--- config.mk ---
export PLATFORM = sky130hd
export DESIGN_NAME = pipe_skid_reg
export DESIGN_NICKNAME = d
export VERILOG_FILES = /design/src/rtl/pipe_skid_reg.sv
export SDC_FILE = /design/constraint.sdc
export NUM_CORES = 1
export LEC_CHECK = 0
export ABC_AREA = 1
export CAP_MARGIN = 0
export CORE_ASPECT_RATIO = 0.75
export CORE_MARGIN = 2
export CORE_UTILIZATION = 51
export DETAILED_ROUTE_END_ITERATION = 8
export HOLD_SLACK_MARGIN = 0.03
export PLACE_DENSITY = 0.82
export SETUP_SLACK_MARGIN = 0.1
export SLEW_MARGIN = 15
export SYNTH_ARGS = -nofsm -noshare
export SYNTH_HDL_FRONTEND = slang
export SYNTH_SLANG_ARGS = --single-unit
export TNS_END_PERCENT = 30
--- constraint.sdc ---
create_clock -name clock -period 1.7 [get_ports clock]
set_clock_uncertainty 0.15 [all_clocks]
set_input_delay 0.34 -clock clock [delete_from_list [all_inputs] [get_ports clock]]
set_output_delay 0.34 -clock clock [all_outputs]
set_load 0.02 [all_outputs]
--- src/rtl/pipe_skid_reg.sv ---
// pipe_skid_reg: generic pipeline stage register with valid/ready handshake,
// a 2-entry skid buffer (main + skid) and a synchronous flush.
// Optional performance counters are built when PIPE_PERF_EN is defined;
// otherwise stall_cnt and bubble_cnt are tied to zero and no counter flops exist.
//
// Handshake: a beat moves upstream->stage when in_valid & in_ready, and
// stage->downstream when out_valid & out_ready, both sampled on the rising
// clock edge. in_ready depends only on registered state (no path from
// out_ready), so stages can be chained without long combinational ready chains.
module pipe_skid_reg #(
  parameter int DATA_W = 71,
  parameter int CNT_W  = 16
) (
  input  logic              clock,
  input  logic              reset,
  input  logic              flush,
  input  logic              in_valid,
  output logic              in_ready,
  input  logic [DATA_W-1:0] in_data,
  output logic              out_valid,
  input  logic              out_ready,
  output logic [DATA_W-1:0] out_data,
  output logic [1:0]        occupancy,
  output logic [CNT_W-1:0]  stall_cnt,
  output logic [CNT_W-1:0]  bubble_cnt
);

  typedef enum logic [1:0] {
    EMPTY = 2'd0,
    ONE   = 2'd1,
    FULL  = 2'd2
  } state_t;

  state_t            state_q, state_d;
  logic [DATA_W-1:0] main_q, main_d;
  logic [DATA_W-1:0] skid_q, skid_d;
  logic              acc;
  logic              fire;

  // Outputs are pure functions of the registered state; occupancy doubles as
  // the FSM debug view.
  assign occupancy = state_q;
  assign out_valid = (state_q != EMPTY);
  assign in_ready  = (state_q != FULL);
  assign out_data  = main_q;
  assign acc       = in_valid & in_ready;
  assign fire      = out_valid & out_ready;

  // Next-state and data-path selection; flush drops every held entry but
  // leaves the data registers untouched so out_data shows a stale value.
  always_comb begin
    state_d = state_q;
    main_d  = main_q;
    skid_d  = skid_q;
    if (flush) begin
      state_d = EMPTY;
    end else begin
      case (state_q)
        EMPTY: begin
          if (acc) begin
            main_d  = in_data;
            state_d = ONE;
          end
        end
        ONE: begin
          if (acc && fire) begin
            main_d  = in_data;
            state_d = ONE;
          end else if (acc) begin
            skid_d  = in_data;
            state_d = FULL;
          end else if (fire) begin
            state_d = EMPTY;
          end
        end
        FULL: begin
          if (fire) begin
            main_d  = skid_q;
            state_d = ONE;
          end
        end
        default: state_d = EMPTY;
      endcase
    end
  end

  // State and data registers; reset clears everything and overrides flush.
  always_ff @(posedge clock) begin
    if (reset) begin
      state_q <= EMPTY;
      main_q  <= '0;
      skid_q  <= '0;
    end else begin
      state_q <= state_d;
      main_q  <= main_d;
      skid_q  <= skid_d;
    end
  end

`ifdef PIPE_PERF_EN
  localparam logic [CNT_W-1:0] CNT_MAX = {CNT_W{1'b1}};

  logic [CNT_W-1:0] stall_q, stall_d;
  logic [CNT_W-1:0] bubble_q, bubble_d;

  // Saturating event counters, sampled on the pre-edge out_valid so flush
  // cycles are classified by what the stage presented during that cycle.
  always_comb begin
    stall_d  = stall_q;
    bubble_d = bubble_q;
    if (out_valid && !out_ready && (stall_q != CNT_MAX)) begin
      stall_d = stall_q + 1'b1;
    end
    if (!out_valid && (bubble_q != CNT_MAX)) begin
      bubble_d = bubble_q + 1'b1;
    end
  end

  // Counter registers; only reset clears them, flush does not.
  always_ff @(posedge clock) begin
    if (reset) begin
      stall_q  <= '0;
      bubble_q <= '0;
    end else begin
      stall_q  <= stall_d;
      bubble_q <= bubble_d;
    end
  end

  assign stall_cnt  = stall_q;
  assign bubble_cnt = bubble_q;
`else
  assign stall_cnt  = '0;
  assign bubble_cnt = '0;
`endif

endmodule
### After elaboration in Yosys (flattened, before gate mapping)

Index checks and enable logic that the tools add are counted.

| word-level totals | value |
|---|---|
| register bits after elaboration | 144 |
| bits of input ports | 76 |
| word-level logic and storage cells | 32 |

| operators by class | value |
|---|---|
| eq/ne operators | 7 |
| muxes and demuxes | 10 |
| bitwise logic cells | 4 |
| reductions and logical operators | 8 |

Operators by type and width:

| kind | number |
|---|---|
| $mux 71 | 3 |
| $pmux 71 s3 | 1 |
| $mux 2 | 5 |
| $ne 2x2->1 const B | 4 |
| $pmux 2 s3 | 1 |
| $reduce_and 5->1 | 1 |
| $ne 4x4->1 const B | 1 |
| $reduce_and 4->1 | 1 |
| $reduce_and 3->1 | 1 |
| $reduce_bool 3->1 | 1 |
| $and 1x1->1 | 2 |
| $eq 2x1->1 const B | 1 |
| $eq 2x2->1 const B | 1 |
| $logic_not 2->1 | 1 |
| $not 1->1 | 2 |
| $reduce_bool 2->1 | 1 |
| $reduce_or 2->1 | 1 |
| $logic_and 1x1->1 | 1 |

### Longest topological paths before layout

Gate-level depths: netlist of the first run.

| depth | value |
|---|---|
| depth after elaboration | 6 |
| mapped depth | 10 |

### Worst setup path before layout of the first run

Ideal clock, no wire load.

| path | value |
|---|---|
| kind | reg-to-reg |
| from | reg state_q[0], in the netlist occupancy[0] |
| to | reg main_q[20], in the netlist out_data[20] |
| library setup time | 115 ps |
| data arrival time | 1345 ps |
| required time | 1435 ps |
| slack | 90 ps |
| stages on the path, launching flop included | 9 |
| path through | dfxtp_1 inv_2 buf_2 nand2_1 o21ai_2 buf_4 buf_2 a21oi_1 nor2_1 |

| on the way | value |
|---|---|
| cells in the longest elaborated chain, start to end | 5 |

RTL lines:

| item | line | RTL |
|---|---|---|
| from (decl) | 34 | `state_t state_q, state_d;` |
| from (signal assigned) | 94 | `state_q <= state_d;` |
| $ne 2x2->1 or $reduce_bool 2->1 (tied branches) | 44, 43 |  |
| $and 1x1->1, on equally long branches | 46, 47 |  |
| $logic_and 1x1->1 | 66 | `if (acc && fire) begin` |
| $ne 2x2->1 (no source line) | -- |  |
| $reduce_and 5->1 (no source line) | -- |  |
| to (signal assigned) | 95 | `main_q <= main_d;` |
| to (decl) | 35 | `logic [DATA_W-1:0] main_q, main_d;` |

Several ways; a longest one is shown, not always the timed one.
A chain may end at the register's enable or synchronous reset.

### Final worst setup path of the first run

| path | value |
|---|---|
| from | reg state_q[0], in the netlist occupancy[0] |
| to | reg skid_q[41] |

| on the way | value |
|---|---|
| cells in the longest elaborated chain, start to end | 5 |

RTL lines:

| item | line | RTL |
|---|---|---|
| $ne 2x2->1 or $reduce_bool 2->1 (tied branches) | 44, 43 |  |
| $and 1x1->1, on equally long branches | 46, 47 |  |
| $logic_and 1x1->1 | 66 |  |
| $not 1->1 (no source line) | -- |  |
| $reduce_and 4->1 (no source line) * | -- |  |
| to (signal assigned) | 96 | `skid_q <= skid_d;` |
| to (decl) | 36 | `logic [DATA_W-1:0] skid_q, skid_d;` |

Mark *: on every way between the ends. The rest lies on a longest branch, timed or not.

==> reports/qor.yml, run 1 <==
status: "complete, but fails checks"
failed_checks: "setup timing"
p_clk_frac: 0.380
ioPinCount: 183
syn2layout_area_growth_pct: 43.6
setup_ws_ns: -0.0502
synth_edf_count: 0
seq_area_frac_synth: 0.363
cp_max_fo: 14
finalHoldViolCount: 0
grt.total_usage: 0.264
via_per_inst: 5.17
drcViolationCount: 0
synthCells: 1288
clkLatencyLatePin_ns: 0.43
drtIter0Drc: 986
initial_utilization: 0.521
final_common_cell: "nand2_1"
drt_wl_total_um: 26200
grt_overflow: 0
period_minus_slack_ns: 1.75
hpwl_um: 13300
num-fill-cells: 1113
synth_area_leader_cell: "dfxtp_1"
cts_buffers: 17
worst_ir_drop_vdd_mv: 0.771
seqPwrFrac: 0.393
antenna_left: 0
leakagePower_nw: 5.68
ys_ff_latch: 144
cts_root_buf: "clkbuf_16"
design_area_mm2: 0.0114
synth-async-reset-ratio: 0
die_area_mm2: 0.0166
cp-start-kind: "flop"
antenna_found_initial: 0
drtPass1Iterations: 5
critPathKind: "flop to flop"
synthTopCellsByArea: "dfxtp_1 36%, nand2_1 17%, inv_1 10%"
wl_per_cell_um: 15.9
p_int_mw: 6.63
hp-class: "flop to flop"
slew_violations: 0
cts_tree: "built"
ys_types: 18
p_sw_mw: 2.71
p_sw_frac: 0.290
num_rows: 39
postPlaceCellArea_mm2: 0.00967
grt_pass1_vias: 7392
nets: 1513
synth_top_area_frac: 0.363
tns_ns: -0.0631
finalSetupViolCount: 2
power_mw: 9.34
io_buffers: 150
rsz0062_at_grt: "yes"
cap_violations: 0
combPwrFrac: 0.227
vias: 8544
worstSetupEndpointType: "flop"
clock_sinks: 144
holdBufCountCts: 0
netlist_area_mm2: 0.00793
core_mm2: 0.0152
h-tree-depth: 4
fin_crit_sh: 1.03
place_congestion: 0.797
yosys_most_used_dff: "dfxtp_1"
die_w_um: 148
power_density_mw_per_mm2: 820
drive_gt1_frac: 0.142
grt_pass1_wl_um: 35600
die_h_um: 112
worstPathRequired_ns: 1.88
crit_arrival_ns: 1.93
final_cell_mix: "359 x nand2_1, 216 x inv_1, 142 x dfxtp_1, 138 x nor2_1, 80 x nand3_1"
cts_buffer_depth: 2
synth.avg_cell_area_um2: 6.16
clk_pin_slew_ns: 0.06
grt_max_degree: 73
fmax_mhz: 571
antennaDiodeCount: 0
ys_warn_count: 0
==> worst paths after layout <==
path                                    end  slack (ns)  cells past startpoint                       from
setup reg to reg    skid_q[41]$_SDFFE_PP0P_       -0.05                      9  occupancy[0]$_SDFFE_PP0P_
hold reg to reg   out_data[46]$_SDFFE_PP0P_        0.31                      2  out_data[46]$_SDFFE_PP0P_
hold / removal    out_data[46]$_SDFFE_PP0P_        0.31                      2  out_data[46]$_SDFFE_PP0P_
setup / recovery    skid_q[41]$_SDFFE_PP0P_       -0.05                      9  occupancy[0]$_SDFFE_PP0P_
==> critical path, stage by stage (launching register included) <==
cell and delay (ns):
dfxtp_4 0.39, inv_8 0.05, nor2_4 0.11, nand2_2 0.09, nor2_4 0.19, buf_12 0.19, clkbuf_16 0.19, nand3b_1 0.11
nand2_1 0.11, nor2_1 0.05
==> power by group through the flow <==
stage	clock, mW	combinational (mW)	sequential (mW)
after floorplan	0	0.880	3.90
after global placement	0	1.76	3.73
after detailed placement	0	1.79	3.73
after CTS	3.56	1.83	3.66
after global routing	3.72	2.27	3.68
final	3.55	2.12	3.67
==> cell families (layout without fill, tap and decap cells) <==
family                 after synthesis  in the layout  share of synthesized area
and+or+nand+nor                    725            725                      0.401
buffers and inverters              343            472                      0.187
DFF                                144            144                      0.363
AOI/OAI and AO/OA                   75             75                     0.0481
other                                1             32                   0.000473
==> synth_stat cells, types with 2 or more instances <==
master    number
buf_2         40
clkbuf_1      25
nor2_1       144
nand2_2        2
dfxtp_1      144
inv_2          3
nand3b_1      71
inv_1        218
nand3_1      144
nand2_1      363
a21oi_1       72
buf_1         18
buf_4         39
==> state kept, by name, summed over array words and instances (netlist names) <==
signal	flops
occupancy	2
out_data	71
skid_q	71
==> metrics by stage <==
| step | util | cells | hold slack [ns] | setup slack (ns) |
|---|---|---|---|---|
| floorplan | - | 1319 | 0.268 | 0.104 |
| global placement | 0.635 | 1589 | 0.311 | -0.225 |
| detailed placement | 0.635 | 1589 | 0.318 | -0.289 |
| CTS | 0.697 | 1619 | 0.316 | -0.150 |
| global route | 0.748 | 1653 | 0.340 | -0.0718 |
| finish | 0.748 | 1653 | 0.314 | -0.0502 |
==> timing repair <==
item | in CTS | in global routing
buffers inserted | 0 | 8
pin swaps | 82 | 6
resized for setup | 222 | 29
cloned | 0 | 26
endpoints found under the setup margin | 217 | 202
==> routing by layer <==
| layer | vias up | wire, µm | global-route usage |
|---|---|---|---|
| met4 | 0 | 610 | 0.0737 |
| met3 | 61 | 2730 | 0.0602 |
| li1 | 4118 | - | - |
| met5 | - | 0 | 0 |
| met1 | 3901 | 10600 | 0.343 |
| met2 | 464 | 12300 | 0.442 |
==> cell type report <==
class,instances,area (µm²),share of cell area
repair buffers,220,2750,0.241
well taps,205,256,0.0225
multi-input cells,832,4090,0.359
inverters,221,852,0.0748
flip-flops and latches,144,2890,0.254
repair inverters,1,11.3,0.000988
clock buffers,24,492,0.0432
clock inverters,6,57.6,0.00505
Note: power is estimated with default switching activity, not from simulation.
==> run 2: changes to the inputs <==
Settings changed: ABC_AREA 1 to not set, CORE_UTILIZATION 51 to 50, REMOVE_ABC_BUFFERS set to 1.
==> reports/qor.yml, run 2 <==
dp.cells: 1091
worst_path_max_delay_cell: "dfxtp_4"
slew_headroom: 0.630
drcViolationCount: 0
cap_violations: 0
dp_slack_ns: -0.400
grt_pass1_vias: 5591
num_rows: 38
slew_violations: 0
ioPinCount: 183
antenna_left: 0
wl_per_cell_um: 18.4
rrSetupSlack_ns: -0.06
vias: 6341
status: "complete, but fails checks"
initial_utilization: 0.509
h-tree-depth: 4
grt_overflow: 0
synth.avg_cell_area_um2: 9.51
seq_area_frac_synth: 0.395
die_area_mm2: 0.0156
slowest_delay_ns: 0.35
period_minus_slack_ns: 1.76
yosys_most_used_dff: "dfxtp_1"
finalSetupViolCount: 9
cp-start-kind: "flop"
holdBufCountCts: 0
fmax_mhz: 569
rsz0062_at_grt: "yes"
ys_types: 26
drtPass1Iterations: 4
cts_tree: "built"
crit_arrival_ns: 1.89
grt_pass1_wl_um: 28100
clkLatencyLatePin_ns: 0.41
antennaDiodeCount: 0
worstSetupEndpointType: "flop"
fin_cells: 1145
die_h_um: 109
place_congestion: 0.776
final_cell_mix: "142 x dfxtp_1, 111 x nand2_1, 72 x clkdlybuf4s50_1, 71 x nor2b_1, 65 x o41ai_2"
synthCells: 768
hpwl_um: 11600
drt_wl_total_um: 21100
nets: 1008
synth-async-reset-ratio: 0
cp_cell_sequence: "buf_6, nand2b_4, buf_12, buf_16, buf_4, mux2i_1, o41ai_2"
grt.total_usage: 0.227
hold_slack_ns: 0.170
power_density_mw_per_mm2: 816
leakagePower_nw: 4.77
clk_pin_slew_ns: 0.06
utilization: 0.750
drtIter0Drc: 367
hp-class: "input port to flop"
final_common_cell: "dfxtp_1"
cts_root_buf: "clkbuf_16"
cts_buffer_depth: 2
synth_area_leader_cell: "dfxtp_1"
grt_max_degree: 82
synth_top_area_frac: 0.395
worstPathRequired_ns: 1.84
drive_gt1_frac: 0.354
io_buffers: 150
netlist_top_cells_count: "144 x dfxtp_1, 144 x nand2_1, 72 x a21oi_1"
antenna_found_initial: 0
via_per_inst: 5.54
cts_buffers: 17
clock_sinks: 144
ys_warn_count: 0
ys_ff_latch: 144
core_mm2: 0.0144
fin_crit_sh: 1.03
failed_checks: "setup timing"
syn2layout_area_growth_pct: 47.4
cp_max_fo: 16
synthTopCellsByArea: "dfxtp_1 39%, o41ai_2 15%, mux2i_1 9.7%"
setup_ws_ns: -0.0571
die_w_um: 144
critPathKind: "flop to flop"
worst_ir_drop_vdd_mv: 0.682
finalHoldViolCount: 0
power_mw: 8.79
synth_edf_count: 0
worst_pin_slew_ns: 0.556
netlist_area_mm2: 0.00730
[run 2: changes by cell type after synthesis, sizes merged, moves of 71 or more]
| cell | delta |
|---|---|
| o41ai | +71 |
| nand3 | -144 |
| nand3b | -71 |
| nor2 | -145 |
| nand2 | -221 |
| mux2i | +71 |
| nor2b | +71 |
| inv | -221 |
[run 2: final cells by class]
class	instances	area [µm²]
multi-input combinational	545	4580
tap	200	250
timing repair buffer	224	2450
clock buffer	18	429
fill	938	3590
sequential	144	2890
clock inverter	14	165
[run 2: final timing paths]
path                        startpoint                        end  cells after the start
min reg2reg    skid_q[55]$_SDFFE_PP0P_    skid_q[55]$_SDFFE_PP0P_                      2
min                              flush  out_data[65]$_SDFFE_PP0P_                      4
max reg2reg  occupancy[0]$_SDFFE_PP0P_  out_data[58]$_SDFFE_PP0P_                      7
max          occupancy[0]$_SDFFE_PP0P_  out_data[58]$_SDFFE_PP0P_                      7
[run 2: kinds of logic after synthesis]
| group | share of synthesized area |
|---|---|
| AO/OA/AOI/OAI | 0.259 |
| other | 0.000513 |
| flip-flops | 0.395 |
| buffers and inverters | 0.103 |
| AND/OR/NAND/NOR | 0.145 |
| multiplexers | 0.0973 |
[run 2: repair_timing]
action	CTS	global route
buffers inserted	0	13
pin swaps	36	69
hold endpoints to repair	0	0
resized for setup	196	190
gates cloned	0	9
setup endpoints to repair	218	197
[run 2: stage by stage]
stage	setup TNS, ns	cell area (µm²)
floorplan	-220.78	6670
global placement	-46.80	9060
detailed placement	-49.79	9060
CTS	-0.0920	9980
global route	-1.08	10800
finish	-0.168	10800
[run 2: metal layers]
| layer | global-route usage | vias up | part of all wire |
|---|---|---|---|
| li1 | - | 2981 | - |
| met1 | 0.314 | 3103 | 0.44 |
| met2 | 0.365 | 226 | 0.48 |
| met3 | 0.0540 | 31 | 0.065 |
| met4 | 0.0469 | 0 | 0.015 |
| met5 | 0 | - | 0 |
[run 2: where the power goes]
part / total, mW / switching [mW] / leakage, nW / internal [mW]
Sequential: 3.54 / 0.0609 / 1.17 / 3.48
Clock: 3.81 / 1.51 / 0.290 / 2.30
Combinational: 1.44 / 0.822 / 3.31 / 0.616
[run 2: critical path, delay by kind of cell, from the launching register on]
kind                   cells  cell delay, ns
muxes                      1            0.27
DFF                        1            0.35
AOI/OAI and AO/OA          1            0.09
and+or+nand+nor            1            0.19
buffers and inverters      4            0.56
